<file path="src/rtl/mult_pkg.sv">
// Shared definitions for the HI/LO multiply unit: operand width default,
// op-code and FSM state encodings, and small op-decode helpers.
package mult_pkg;

    localparam int XLEN_DEF = 32;

    typedef enum logic [2:0] {
        OP_MULT  = 3'd0,
        OP_MULTU = 3'd1,
        OP_MTHI  = 3'd2,
        OP_MTLO  = 3'd3,
        OP_MADD  = 3'd4,
        OP_MADDU = 3'd5,
        OP_MSUB  = 3'd6,
        OP_MSUBU = 3'd7
    } op_e;

    typedef enum logic [1:0] {
        ST_IDLE = 2'd0,
        ST_MUL  = 2'd1,
        ST_ACC  = 2'd2
    } state_e;

    // Ops whose product is taken as two's complement
    function automatic logic op_signed(op_e op);
        return (op == OP_MULT) || (op == OP_MADD) || (op == OP_MSUB);
    endfunction

    // Plain multiply that overwrites {hi,lo}
    function automatic logic op_is_mul(op_e op);
        return (op == OP_MULT) || (op == OP_MULTU);
    endfunction

    // Multiply-accumulate family
    function automatic logic op_is_acc(op_e op);
        return (op == OP_MADD) || (op == OP_MADDU) || (op == OP_MSUB) || (op == OP_MSUBU);
    endfunction

    // Accumulate ops that subtract the product
    function automatic logic op_is_sub(op_e op);
        return (op == OP_MSUB) || (op == OP_MSUBU);
    endfunction

endpackage

</file>
<file path="src/rtl/mult_hilo_unit_if.sv">
// Request channel from the EX stage into the HI/LO unit.
// master = EX stage (issues ops, flush), slave = mult_hilo_unit.
interface mult_hilo_unit_if
    import mult_pkg::*;
#(
    parameter int XLEN = XLEN_DEF
) ();
    logic            req_valid;
    logic            req_ready;
    logic [2:0]      req_op;
    logic [XLEN-1:0] req_a;
    logic [XLEN-1:0] req_b;
    logic            flush;

    modport master (output req_valid, req_op, req_a, req_b, flush, input req_ready);
    modport slave  (input req_valid, req_op, req_a, req_b, flush, output req_ready);
endinterface

</file>
<file path="src/rtl/hilo_acc.sv">
// 2*XLEN accumulator adder/subtractor for MADD/MSUB-family ops.
// Only exists when MULT_HILO_ACC_EN is defined.
`ifdef MULT_HILO_ACC_EN
module hilo_acc
    import mult_pkg::*;
#(
    parameter int XLEN = XLEN_DEF
) (
    input  logic [2*XLEN-1:0] acc_i,
    input  logic [2*XLEN-1:0] prod_i,
    input  logic              sub_i,
    output logic [2*XLEN-1:0] sum_o
);
    // Wrap-around add or subtract; no overflow detection
    always_comb begin
        sum_o = sub_i ? (acc_i - prod_i) : (acc_i + prod_i);
    end
endmodule
`endif

</file>
<file path="src/rtl/mult_hilo_unit.sv">
// HI/LO register unit driving an external one-register-stage multiplier.
// MULT/MULTU take IDLE->MUL->IDLE; MTHI/MTLO write at the accept edge.
// Optional feature macro MULT_HILO_ACC_EN adds MADD/MADDU/MSUB/MSUBU via an
// ACC state and a product register; without it those ops are accepted as no-ops.
module mult_hilo_unit
    import mult_pkg::*;
#(
    parameter int XLEN = XLEN_DEF
) (
    input  logic              clk,
    input  logic              rstn,
    mult_hilo_unit_if.slave   req,
    output logic [XLEN-1:0]   mul_op1,
    output logic [XLEN-1:0]   mul_op2,
    output logic              mul_sign,
    input  logic [2*XLEN-1:0] mul_out,
    output logic [XLEN-1:0]   hi,
    output logic [XLEN-1:0]   lo,
    output logic              busy
);

    state_e            state_q, state_d;
    logic [2*XLEN-1:0] hilo_q, hilo_d;
    op_e               op;
    logic              accept;

    assign op     = op_e'(req.req_op);
    // Flush wins over a simultaneous request
    assign accept = req.req_valid & req.req_ready & ~req.flush;

`ifdef MULT_HILO_ACC_EN
    logic [2*XLEN-1:0] prod_q, prod_d;
    logic              acc_q, acc_d;
    logic              sub_q, sub_d;
    logic [2*XLEN-1:0] acc_res;

    hilo_acc #(.XLEN(XLEN)) u_acc (
        .acc_i  (hilo_q),
        .prod_i (prod_q),
        .sub_i  (sub_q),
        .sum_o  (acc_res)
    );
`endif

    // State register
    always_ff @(posedge clk or negedge rstn) begin
        if (!rstn) state_q <= ST_IDLE;
        else       state_q <= state_d;
    end

    // Next-state: flush in any busy state abandons the op
    always_comb begin
        state_d = state_q;
        case (state_q)
            ST_IDLE: begin
                if (accept && op_is_mul(op)) state_d = ST_MUL;
`ifdef MULT_HILO_ACC_EN
                else if (accept && op_is_acc(op)) state_d = ST_MUL;
`endif
            end
            ST_MUL: begin
`ifdef MULT_HILO_ACC_EN
                if (req.flush) state_d = ST_IDLE;
                else           state_d = acc_q ? ST_ACC : ST_IDLE;
`else
                state_d = ST_IDLE;
`endif
            end
`ifdef MULT_HILO_ACC_EN
            ST_ACC:  state_d = ST_IDLE;
`endif
            default: state_d = ST_IDLE;
        endcase
    end

    // Outputs: handshake/status from state, multiplier operands straight from the request
    always_comb begin
        req.req_ready = (state_q == ST_IDLE);
        busy          = (state_q != ST_IDLE);
        mul_op1       = req.req_a;
        mul_op2       = req.req_b;
        mul_sign      = op_signed(op);
    end

    // HI/LO (and accumulate context) next-state
    always_comb begin
        hilo_d = hilo_q;
`ifdef MULT_HILO_ACC_EN
        prod_d = prod_q;
        acc_d  = acc_q;
        sub_d  = sub_q;
        if (accept) begin
            acc_d = op_is_acc(op);
            sub_d = op_is_sub(op);
        end
        if (state_q == ST_MUL) prod_d = mul_out;
`endif
        case (state_q)
            ST_IDLE: begin
                if (accept && op == OP_MTHI) hilo_d[2*XLEN-1:XLEN] = req.req_a;
                if (accept && op == OP_MTLO) hilo_d[XLEN-1:0]      = req.req_a;
            end
            ST_MUL: begin
`ifdef MULT_HILO_ACC_EN
                if (!req.flush && !acc_q) hilo_d = mul_out;
`else
                if (!req.flush) hilo_d = mul_out;
`endif
            end
`ifdef MULT_HILO_ACC_EN
            ST_ACC: begin
                if (!req.flush) hilo_d = acc_res;
            end
`endif
            default: ;
        endcase
    end

    // Architectural HI/LO
    always_ff @(posedge clk or negedge rstn) begin
        if (!rstn) hilo_q <= '0;
        else       hilo_q <= hilo_d;
    end

`ifdef MULT_HILO_ACC_EN
    // Product and pending-accumulate context
    always_ff @(posedge clk or negedge rstn) begin
        if (!rstn) begin
            prod_q <= '0;
            acc_q  <= 1'b0;
            sub_q  <= 1'b0;
        end else begin
            prod_q <= prod_d;
            acc_q  <= acc_d;
            sub_q  <= sub_d;
        end
    end
`endif

    assign hi = hilo_q[2*XLEN-1:XLEN];
    assign lo = hilo_q[XLEN-1:0];

endmodule

</file>
<file path="src/flat_wrapper.sv">
// flat-port wrapper written by rule: the top's interface ports become plain ports
module mult_hilo_unit_flat import mult_pkg::*;
#(
    parameter int XLEN = XLEN_DEF
)
  (clk, rstn, mul_op1, mul_op2, mul_sign, mul_out, hi, lo, busy, req_req_valid, req_req_op, req_req_a, req_req_b, req_flush, req_req_ready);
  mult_hilo_unit_if #(.XLEN(XLEN)) req_i ();
  input  logic clk;
  input  logic rstn;
  output logic [XLEN-1:0] mul_op1;
  output logic [XLEN-1:0] mul_op2;
  output logic mul_sign;
  input  logic [2*XLEN-1:0] mul_out;
  output logic [XLEN-1:0] hi;
  output logic [XLEN-1:0] lo;
  output logic busy;
  input wire logic [$bits(req_i.req_valid)-1:0] req_req_valid;
  input wire logic [$bits(req_i.req_op)-1:0] req_req_op;
  input wire logic [$bits(req_i.req_a)-1:0] req_req_a;
  input wire logic [$bits(req_i.req_b)-1:0] req_req_b;
  input wire logic [$bits(req_i.flush)-1:0] req_flush;
  output wire logic [$bits(req_i.req_ready)-1:0] req_req_ready;
  assign req_i.req_valid = req_req_valid;
  assign req_i.req_op = req_req_op;
  assign req_i.req_a = req_req_a;
  assign req_i.req_b = req_req_b;
  assign req_i.flush = req_flush;
  assign req_req_ready = req_i.req_ready;
  mult_hilo_unit #(.XLEN(XLEN)) u_core (.clk(clk), .rstn(rstn), .req(req_i), .mul_op1(mul_op1), .mul_op2(mul_op2), .mul_sign(mul_sign), .mul_out(mul_out), .hi(hi), .lo(lo), .busy(busy));
endmodule
</file>
<file path="config.mk">
export PLATFORM = sky130hd
export DESIGN_NAME = mult_hilo_unit_flat
export DESIGN_NICKNAME = d
export VERILOG_FILES = /design/src/rtl/mult_pkg.sv /design/src/rtl/mult_hilo_unit_if.sv /design/src/rtl/hilo_acc.sv /design/src/rtl/mult_hilo_unit.sv /design/src/flat_wrapper.sv
export SDC_FILE = /design/constraint.sdc
export NUM_CORES = 1
export LEC_CHECK = 0
export BUFFER_PORTS_ARGS = -buffer_cell sky130_fd_sc_hd__buf_2
export CORE_UTILIZATION = 38
export DETAILED_ROUTE_END_ITERATION = 7
export MAX_ROUTING_LAYER = met4
export PLACE_DENSITY = 0.77
export SYNTH_ARGS = -nofsm -noshare
export SYNTH_HDL_FRONTEND = slang
export SYNTH_HIERARCHICAL = 1
export SYNTH_SLANG_ARGS = --single-unit
</file>
<file path="constraint.sdc">
create_clock -name clk -period 1.3 [get_ports clk]
set_input_delay 0.39 -clock clk [delete_from_list [all_inputs] [get_ports clk]]
set_output_delay 0.39 -clock clk [all_outputs]
set_load 0.005 [all_outputs]
</file>
==> results.txt, run 1 <==
Most frequent cells in the layout -> 197 x sky130_fd_sc_hd__buf_2, 61 x sky130_fd_sc_hd__dfrtp_1, 48 x sky130_fd_sc_hd__nor3_1, 48 x sky130_fd_sc_hd__o22ai_1, 45 x sky130_fd_sc_hd__a211oi_2
Setup skew after layout -> 0.0139 ns
Total global-route track usage -> 0.238
Maximum number of pins on one net before global-route repair -> 66
Clock sink count -> 65
Number of placement rows -> 36
Slew @ Worst Pin -> 0.367 ns
Number of placed instances with taps included -> 652
Most common cell after layout, fill and taps aside -> sky130_fd_sc_hd__buf_2
Cell leakage power -> 0.00277 µW
Violations in the final reports -> negative setup slack
Total detailed-routing wirelength -> 13800 µm
Critical Path Slowest Stage Cell -> sky130_fd_sc_hd__dfrtp_4
Area of the die -> 10600 µm²
Number of max-slew violations in the final report -> 0
Highest fanout seen on the critical path -> 17
Core Footprint -> 9820 µm²
Critical path class -> register to register
Area share of the leading cell type in the synthesized netlist -> 0.422
Fraction of the yosys area taken by sequential cells -> 0.422
Class of the most critical hold timing path -> input pin to async pin
Max Fclk -> 663 MHz
Hold_ws -> 0.0576 ns
Ratio of routed vias to standard cells -> 5.73
Total of warnings raised by yosys -> 6
Weighted congestion at the end of routability-driven global placement -> 0.751
Horiz. Die Dim -> 103 µm
Final nets -> 713
Synth cell types -> 20
Number of ports placed on the die boundary -> 266
Setup slack on the worst flop-to-flop path -> -0.21 ns
Arrival time at the worst endpoint -> 1.73 ns
VDD IR-drop max -> 0.631 mV
Syn_area_per_cell -> 9.53 µm²
Worst R2R Path Depth -> 5
Buffer type at the clock tree root -> sky130_fd_sc_hd__clkbuf_8
Cell area after technology mapping -> 3860 µm²
Post-route insts no fill -> 716
Combinational Power Share -> 0.267
Share of the cycle needed by the critical path after routing -> 1.16
First-pass GRT wire length -> 18400 µm
Number of maximum-capacitance constraint violations -> 0
Hold violation count in the final report -> 0
Post-route core utilization -> 0.594
End of the critical path -> u_core/hilo_q[61]$_DFFE_PN0P_
Initial Utilization -> 0.393
Average detailed-routed wire length per instance -> 19.3 µm
TritonCTS clock tree -> done
Crit path launch -> u_core/state_q[0]$_DFFE_PN0P_
Die span in y -> 103 µm
Reg2reg start -> u_core/state_q[0]$_DFFE_PN0P_
Worst Setup End Kind -> register
Area after detailed placement -> 4620 µm²
Fraction of power consumed by sequential logic -> 0.418
Final setup margin -> -0.207 ns
Crit Reg-Reg Endpoint -> u_core/hilo_q[61]$_DFFE_PN0P_
Post-synthesis instance total -> 405
Max transition margin -> 0.755
Area delta synth->final -> 51.3%
Sum of overflow across all layers after global routing -> 0
Top area cells in the synthesized netlist -> sky130_fd_sc_hd__dfrtp_1 42%, sky130_fd_sc_hd__buf_4 13%, sky130_fd_sc_hd__o22ai_1 10%, sky130_fd_sc_hd__a211oi_2 9.7%, sky130_fd_sc_hd__nor3_1 8.4%
Final cell area excluding filler cells -> 5840 µm²
Inserted Diodes -> 0
Worst EP required -> 1.52 ns
Max Buffers Root-to-Sink -> 2
Post-synth top area cell -> sky130_fd_sc_hd__dfrtp_1
Initial antenna violation count -> 0
Proportion of power drawn by the clock network -> 0.315
Switching part of the total -> 0.307
Cell breakdown of the critical path -> buf_6, nand2b_4, buf_16, o22ai_1, a211oi_1
Initial detailed-routing violation count -> 153
Total of endpoints with negative setup slack in the final report -> 72
Share of layout cells above drive strength 1 -> 0.659
Net Count, Synth -> 540
Power Density -> 962 nW/µm²
Internal Pwr Total -> 3890 µW
Total number of H-tree levels -> 3
Outcome -> finished, violations left
Tmin final -> 1.51 ns
Clock-pin slew of the registers on the worst-case setup and hold paths -> 0.09 ns
Critical path's largest stage delay -> 0.51 ns
CTS Buf Count -> 9
Count of TritonRoute iterations in the first routing pass -> 4
Post-synthesis sequential element count -> 65
IO buf count -> 201
Switch Pwr -> 1720 µW
Unrepaired setup endpoints after global routing -> yes
Type of element launching the critical path -> register
Source-to-sink clock delay at the later pin of the worst-skew pair -> 0.34 ns
Total half-perimeter wirelength after legalization and detailed placement -> 8420 µm
Via Count -> 4100
Drt drc -> 0
Via count of the first global-routing pass -> 3638
Antenna-violating nets left -> 0
[critical path: cells and delay by family (launching register included)]
kind | cells | cell delay, ns
simple gates | 1 | 0.17
flops | 1 | 0.51
buf+inv | 2 | 0.34
compound gates | 2 | 0.38
[area by class of cell]
type / instances / area [µm²]
Clock inverter: 7 / 78.8
Inverter: 3 / 16.3
Sequential cell: 65 / 1630
Multi-Input combinational cell: 232 / 1970
Clock buffer: 9 / 124
Tap cell: 133 / 166
Fill cell: 826 / 3980
Timing Repair Buffer: 267 / 1850
[how the worst min path moves through the flow]
stage	to	slack [ns]	depth (start not counted)	startpoint
after floorplan	u_core/hilo_q[0]$_DFFE_PN0P_	0.09	0	rstn
after global placement	u_core/hilo_q[2]$_DFFE_PN0P_	0.43	2	rstn
after detailed placement	u_core/hilo_q[2]$_DFFE_PN0P_	0.44	2	rstn
after CTS	u_core/hilo_q[2]$_DFFE_PN0P_	0.06	2	rstn
after global routing	u_core/hilo_q[2]$_DFFE_PN0P_	0.06	2	rstn
final	u_core/hilo_q[2]$_DFFE_PN0P_	0.06	2	rstn
[cells in the mapped netlist]
cell and instances:
sky130_fd_sc_hd__buf_2 13, sky130_fd_sc_hd__nor4bb_1 1, sky130_fd_sc_hd__a211oi_2 30, sky130_fd_sc_hd__inv_1 2, sky130_fd_sc_hd__nor2_1 32, sky130_fd_sc_hd__nor3_1 65
sky130_fd_sc_hd__and2_4 1, sky130_fd_sc_hd__a21oi_1 1, sky130_fd_sc_hd__buf_6 5, sky130_fd_sc_hd__dfrtp_1 65, sky130_fd_sc_hd__o22ai_1 64, sky130_fd_sc_hd__buf_1 1
sky130_fd_sc_hd__clkbuf_1 21, sky130_fd_sc_hd__and4b_1 1, sky130_fd_sc_hd__nand2b_1 1, sky130_fd_sc_hd__and3_1 1, sky130_fd_sc_hd__a211oi_1 34, sky130_fd_sc_hd__inv_2 1
sky130_fd_sc_hd__and2_1 1, sky130_fd_sc_hd__buf_4 65
[routing by layer]
metal | GRT usage | vias up | wire length [µm]
met5 | - | - | 0
li1 | - | 1811 | -
met1 | 0.262 | 2004 | 5130
met4 | 0.0758 | 0 | 201
met2 | 0.435 | 257 | 7440
met3 | 0.0393 | 28 | 1030
[per-stage QoR]
stage               setup WS, ns  TNS [ns]  total power, µW
global route              -0.284    -10.61             5860
detailed placement        -0.262    -11.89             3480
CTS                       -0.223    -10.48             5330
floorplan                -0.0223     -1.31             3050
finish                    -0.207     -6.18             5610
global placement          -0.172     -8.72             3440
[power groups by stage]
| stage | logic [µW] | clock network, µW | registers, µW |
|---|---|---|---|
| floorplan | 693 | 0 | 2360 |
| global placement | 1080 | 0 | 2360 |
| detailed placement | 1120 | 0 | 2360 |
| CTS | 1180 | 1820 | 2330 |
| global route | 1620 | 1880 | 2360 |
| finish | 1500 | 1770 | 2350 |
[cell families (layout without fill, tap and decap cells)]
family	count (synthesis)	count (layout)	synth area share
flops	65	65	0.422
compound gates	129	129	0.268
buf+inv	108	286	0.182
simple gates	103	103	0.128
[state kept, by name, summed over array words and instances, names as in the netlist]
name / cells
u_core/hilo_q: 64
u_core/state_q: 1
[what timing repair did]
item                                    CTS  global route
endpoints found under the setup margin   37           103
setup buffers                             8            33
gates cloned                              7             1
pin swaps                                13            30
resized for setup                        14            89
hold buffers                              0             0
Note: power is estimated with default switching activity, not from simulation.
==> run 2: changes to the inputs <==
- ABC_AREA: not set -> 1
- PLACE_DENSITY: 0.77 -> 0.76
==> run 2 against run 1 <==
  * The run still ends with negative setup slack left
  * Register-to-register slack better by 0.15 ns
  * Die area increased by 1.9%
  * Count of clock-buffer cells in the layout increased by 3
  * Synthesized cell count grew 30%
  * Combinational power grew 14%
  * Sequential share of layout area up 2.9 points
  * Sequential cell count did not move
  * Total power up 8.9%
  * Clock skew fell by 0.0058 ns
  * Area after synthesis grew 1.9%
  * Largest cell class is now buffers
  * Largest power group unchanged
==> results.txt, run 2 <==
Max transition margin -> 0.749 (-0.00641)
Inserted Diodes -> 0 (unchanged)
Most frequent cells in the layout -> 277 x sky130_fd_sc_hd__nand2_1, 199 x sky130_fd_sc_hd__buf_2, 64 x sky130_fd_sc_hd__dfrtp_1, 55 x sky130_fd_sc_hd__nand3_1, 19 x sky130_fd_sc_hd__buf_4
Fraction of the yosys area taken by sequential cells -> 0.414 (-0.00791)
Count of TritonRoute iterations in the first routing pass -> 6 (+2)
Most frequently used cell type in the post-synthesis netlist -> sky130_fd_sc_hd__nand2_1
Synth async-reset ratio -> 1.00 (unchanged)
CTS Buf Count -> 9 (unchanged)
Critical path class -> register to primary output
Unrepaired setup endpoints after global routing -> yes
Final cell area excluding filler cells -> 5270 µm² (-9.8%)
Initial antenna violation count -> 0 (unchanged)
Arrival time at the worst endpoint -> 1.05 ns (-0.68 ns)
Worst EP required -> 0.91 ns (-0.61 ns)
Worst Setup End Kind -> primary output
Post-synthesis instance total -> 525 (+30%)
Setup skew after layout -> 0.00808 ns (-0.00580 ns)
Number of placement rows -> 36 (unchanged)
Initial Utilization -> 0.397 (+0.00388)
Area of the die -> 10800 µm² (+1.9%)
Max Buffers Root-to-Sink -> 2 (unchanged)
Tmin final -> 1.44 ns (-0.0634 ns)
First-pass GRT wire length -> 18700 µm (+1.7%)
Share of the cycle needed by the critical path after routing -> 1.11 (-0.0488)
Total global-route track usage -> 0.229 (-0.00920)
IO buf count -> 201 (unchanged)
Horiz. Die Dim -> 104 µm (+0.93%)
Type of element launching the critical path -> register
Sum Neg Setup Slack -> -2.46 ns (+3.72 ns)
Source-to-sink clock delay at the later pin of the worst-skew pair -> 0.34 ns (about the same)
Top register by number of flip-flops -> u_core/hilo_q
Via count of the first global-routing pass -> 3771 (+3.7%)
Initial detailed-routing violation count -> 167 (+9.2%)
Cell area after technology mapping -> 3930 µm² (+1.9%)
Outcome -> finished, violations left
Area share of the leading cell type in the synthesized netlist -> 0.414 (-0.00791)
Slew @ Worst Pin -> 0.377 ns (+0.00961 ns)
Main flop type after synthesis -> sky130_fd_sc_hd__dfrtp_1
Class of the most critical hold timing path -> input pin to async pin
Number of ports placed on the die boundary -> 266 (unchanged)
Antenna-violating nets left -> 0 (unchanged)
Ratio of routed vias to standard cells -> 4.73 (-17%)
Top flop regs -> u_core/hilo_q (64), u_core/state_q (1)
Number of maximum-capacitance constraint violations -> 0 (unchanged)
Power Density -> 1160 nW/µm² (+21%)
Hold_ws -> 0.0388 ns (-0.0189 ns)
Most common cell after layout, fill and taps aside -> sky130_fd_sc_hd__nand2_1
Clock sink count -> 65 (unchanged)
Maximum number of pins on one net before global-route repair -> 66 (unchanged)
Core Footprint -> 9910 µm² (+0.92%)
Post-synthesis sequential element count -> 65 (unchanged)
Top area cells in the synthesized netlist -> sky130_fd_sc_hd__dfrtp_1 41%, sky130_fd_sc_hd__nand2_1 27%, sky130_fd_sc_hd__buf_4 14%, sky130_fd_sc_hd__nand3_1 7.0%, sky130_fd_sc_hd__buf_6 3.4%
VDD IR-drop max -> 0.541 mV (-14%)
Weighted congestion at the end of routability-driven global placement -> 0.814 (+8.4%)
Post-synth top area cell -> sky130_fd_sc_hd__dfrtp_1
Number of max-slew violations in the final report -> 0 (unchanged)
Via Count -> 3908 (-4.7%)
Total number of H-tree levels -> 3 (unchanged)
Share of layout cells above drive strength 1 -> 0.418 (-0.240)
Buffer type at the clock tree root -> sky130_fd_sc_hd__clkbuf_8
Net Count, Synth -> 660 (+22%)
Total of warnings raised by yosys -> 6 (unchanged)
Total half-perimeter wirelength after legalization and detailed placement -> 8060 µm (-4.3%)
Violations in the final reports -> negative setup slack
Die span in y -> 104 µm (+0.93%)
Number of flops mapped to enable cells by yosys -> 0 (unchanged)
Final nets -> 823 (+15%)
Hold violation count in the final report -> 0 (unchanged)
Final setup margin -> -0.144 ns (+0.0634 ns)
Total detailed-routing wirelength -> 12800 µm (-6.8%)
Area delta synth->final -> 33.9%
Area after detailed placement -> 4630 µm² (about the same)
Syn_area_per_cell -> 7.49 µm² (-21%)
Drt drc -> 0 (unchanged)
Max reg flops -> 64 (unchanged)
Post-route core utilization -> 0.531 (-0.0630)
Clock-pin slew of the registers on the worst-case setup and hold paths -> 0.08 ns (about the same)
Synth cell types -> 15 (-25%)
Most used standard cells in the synthesized netlist -> 288 x sky130_fd_sc_hd__nand2_1, 72 x sky130_fd_sc_hd__buf_4, 65 x sky130_fd_sc_hd__dfrtp_1, 55 x sky130_fd_sc_hd__nand3_1, 12 x sky130_fd_sc_hd__buf_6
Total of endpoints with negative setup slack in the final report -> 63 (-13%)
TritonCTS clock tree -> done
Sum of overflow across all layers after global routing -> 0 (unchanged)
Average detailed-routed wire length per instance -> 15.6 µm (-19%)
Cell leakage power -> 0.00310 µW (+12%)
Highest fanout seen on the critical path -> 4 (-13)
Max Fclk -> 693 MHz (+4.4%)
[run 2: changes by cell type after synthesis, sizes merged, moves of 2 or more]
cell	delta
nand2	+291
nand3	+67
a211oi	-64
nor3	-64
o22ai	-64
nor2	-29
clkbuf	-21
buf	+9
and2	-2
inv	+2
[run 2: repair_timing]
item / 4_1_cts / 5_1_grt
hold buffers: 0 / 0
hold endpoints to repair: 0 / 0
pin swaps: 0 / 4
endpoints found under the setup margin: 9 / 64
gates resized for setup: 9 / 24
setup buffers: 6 / 7
gates cloned: 2 / 10
[run 2: cell type report]
type / instances / area (µm²)
Tap cell: 133 / 166
Clock buffer: 12 / 135
Sequential cell: 65 / 1630
Inverter: 5 / 23.8
Fill cell: 994 / 4640
Clock inverter: 4 / 45.0
Timing Repair Buffer: 244 / 1650
Multi-Input combinational cell: 363 / 1620
[run 2: worst max-delay path, cell delays in order, from the launching register on]
cell and delay (ns):
sky130_fd_sc_hd__dfrtp_2 0.46, sky130_fd_sc_hd__buf_12 0.15, sky130_fd_sc_hd__buf_6 0.10
[run 2: report_power, final]
group / internal [µW] / switching (µW)
combinational: 873 / 837
sequential: 2490 / 268
clock: 880 / 763
[run 2: kinds of logic after synthesis]
group / share of synthesized area
and+or+nand+nor: 0.396
DFF: 0.414
buffers and inverters: 0.191
[run 2: per-stage QoR]
| stage | setup slack [ns] | total power, µW | cells |
|---|---|---|---|
| 4_1_cts | -0.170 | 6110 | 810 |
| 3_5_place_dp | -0.00570 | 4390 | 786 |
| 6_report | -0.144 | 6110 | 826 |
| 2_1_floorplan | 0.199 | 3600 | 525 |
| 3_3_place_gp | 0.00865 | 4340 | 786 |
| 5_1_grt | -0.197 | 6530 | 826 |
[run 2: worst paths after layout]
path	startpoint	to	slack [ns]	cells past startpoint
hold / removal	rstn	u_core/hilo_q[26]$_DFFE_PN0P_	0.04	2
hold reg to reg	u_core/hilo_q[13]$_DFFE_PN0P_	u_core/hilo_q[13]$_DFFE_PN0P_	0.50	2
min in group clk	req_req_op[1]	u_core/state_q[0]$_DFFE_PN0P_	0.25	2
setup / recovery	u_core/state_q[0]$_DFFE_PN0P_	busy	-0.14	2
max in group asynchronous	rstn	u_core/hilo_q[25]$_DFFE_PN0P_	0.92	2
setup reg to reg	u_core/state_q[0]$_DFFE_PN0P_	u_core/hilo_q[25]$_DFFE_PN0P_	-0.06	7
[run 2: routing by layer]
layer / share of wire / vias to the layer above / global-route usage
met5: 0 / - / -
met4: 0.023 / 0 / 0.119
met3: 0.065 / 21 / 0.0485
met2: 0.51 / 186 / 0.386
met1: 0.41 / 1800 / 0.254
li1: - / 1901 / -
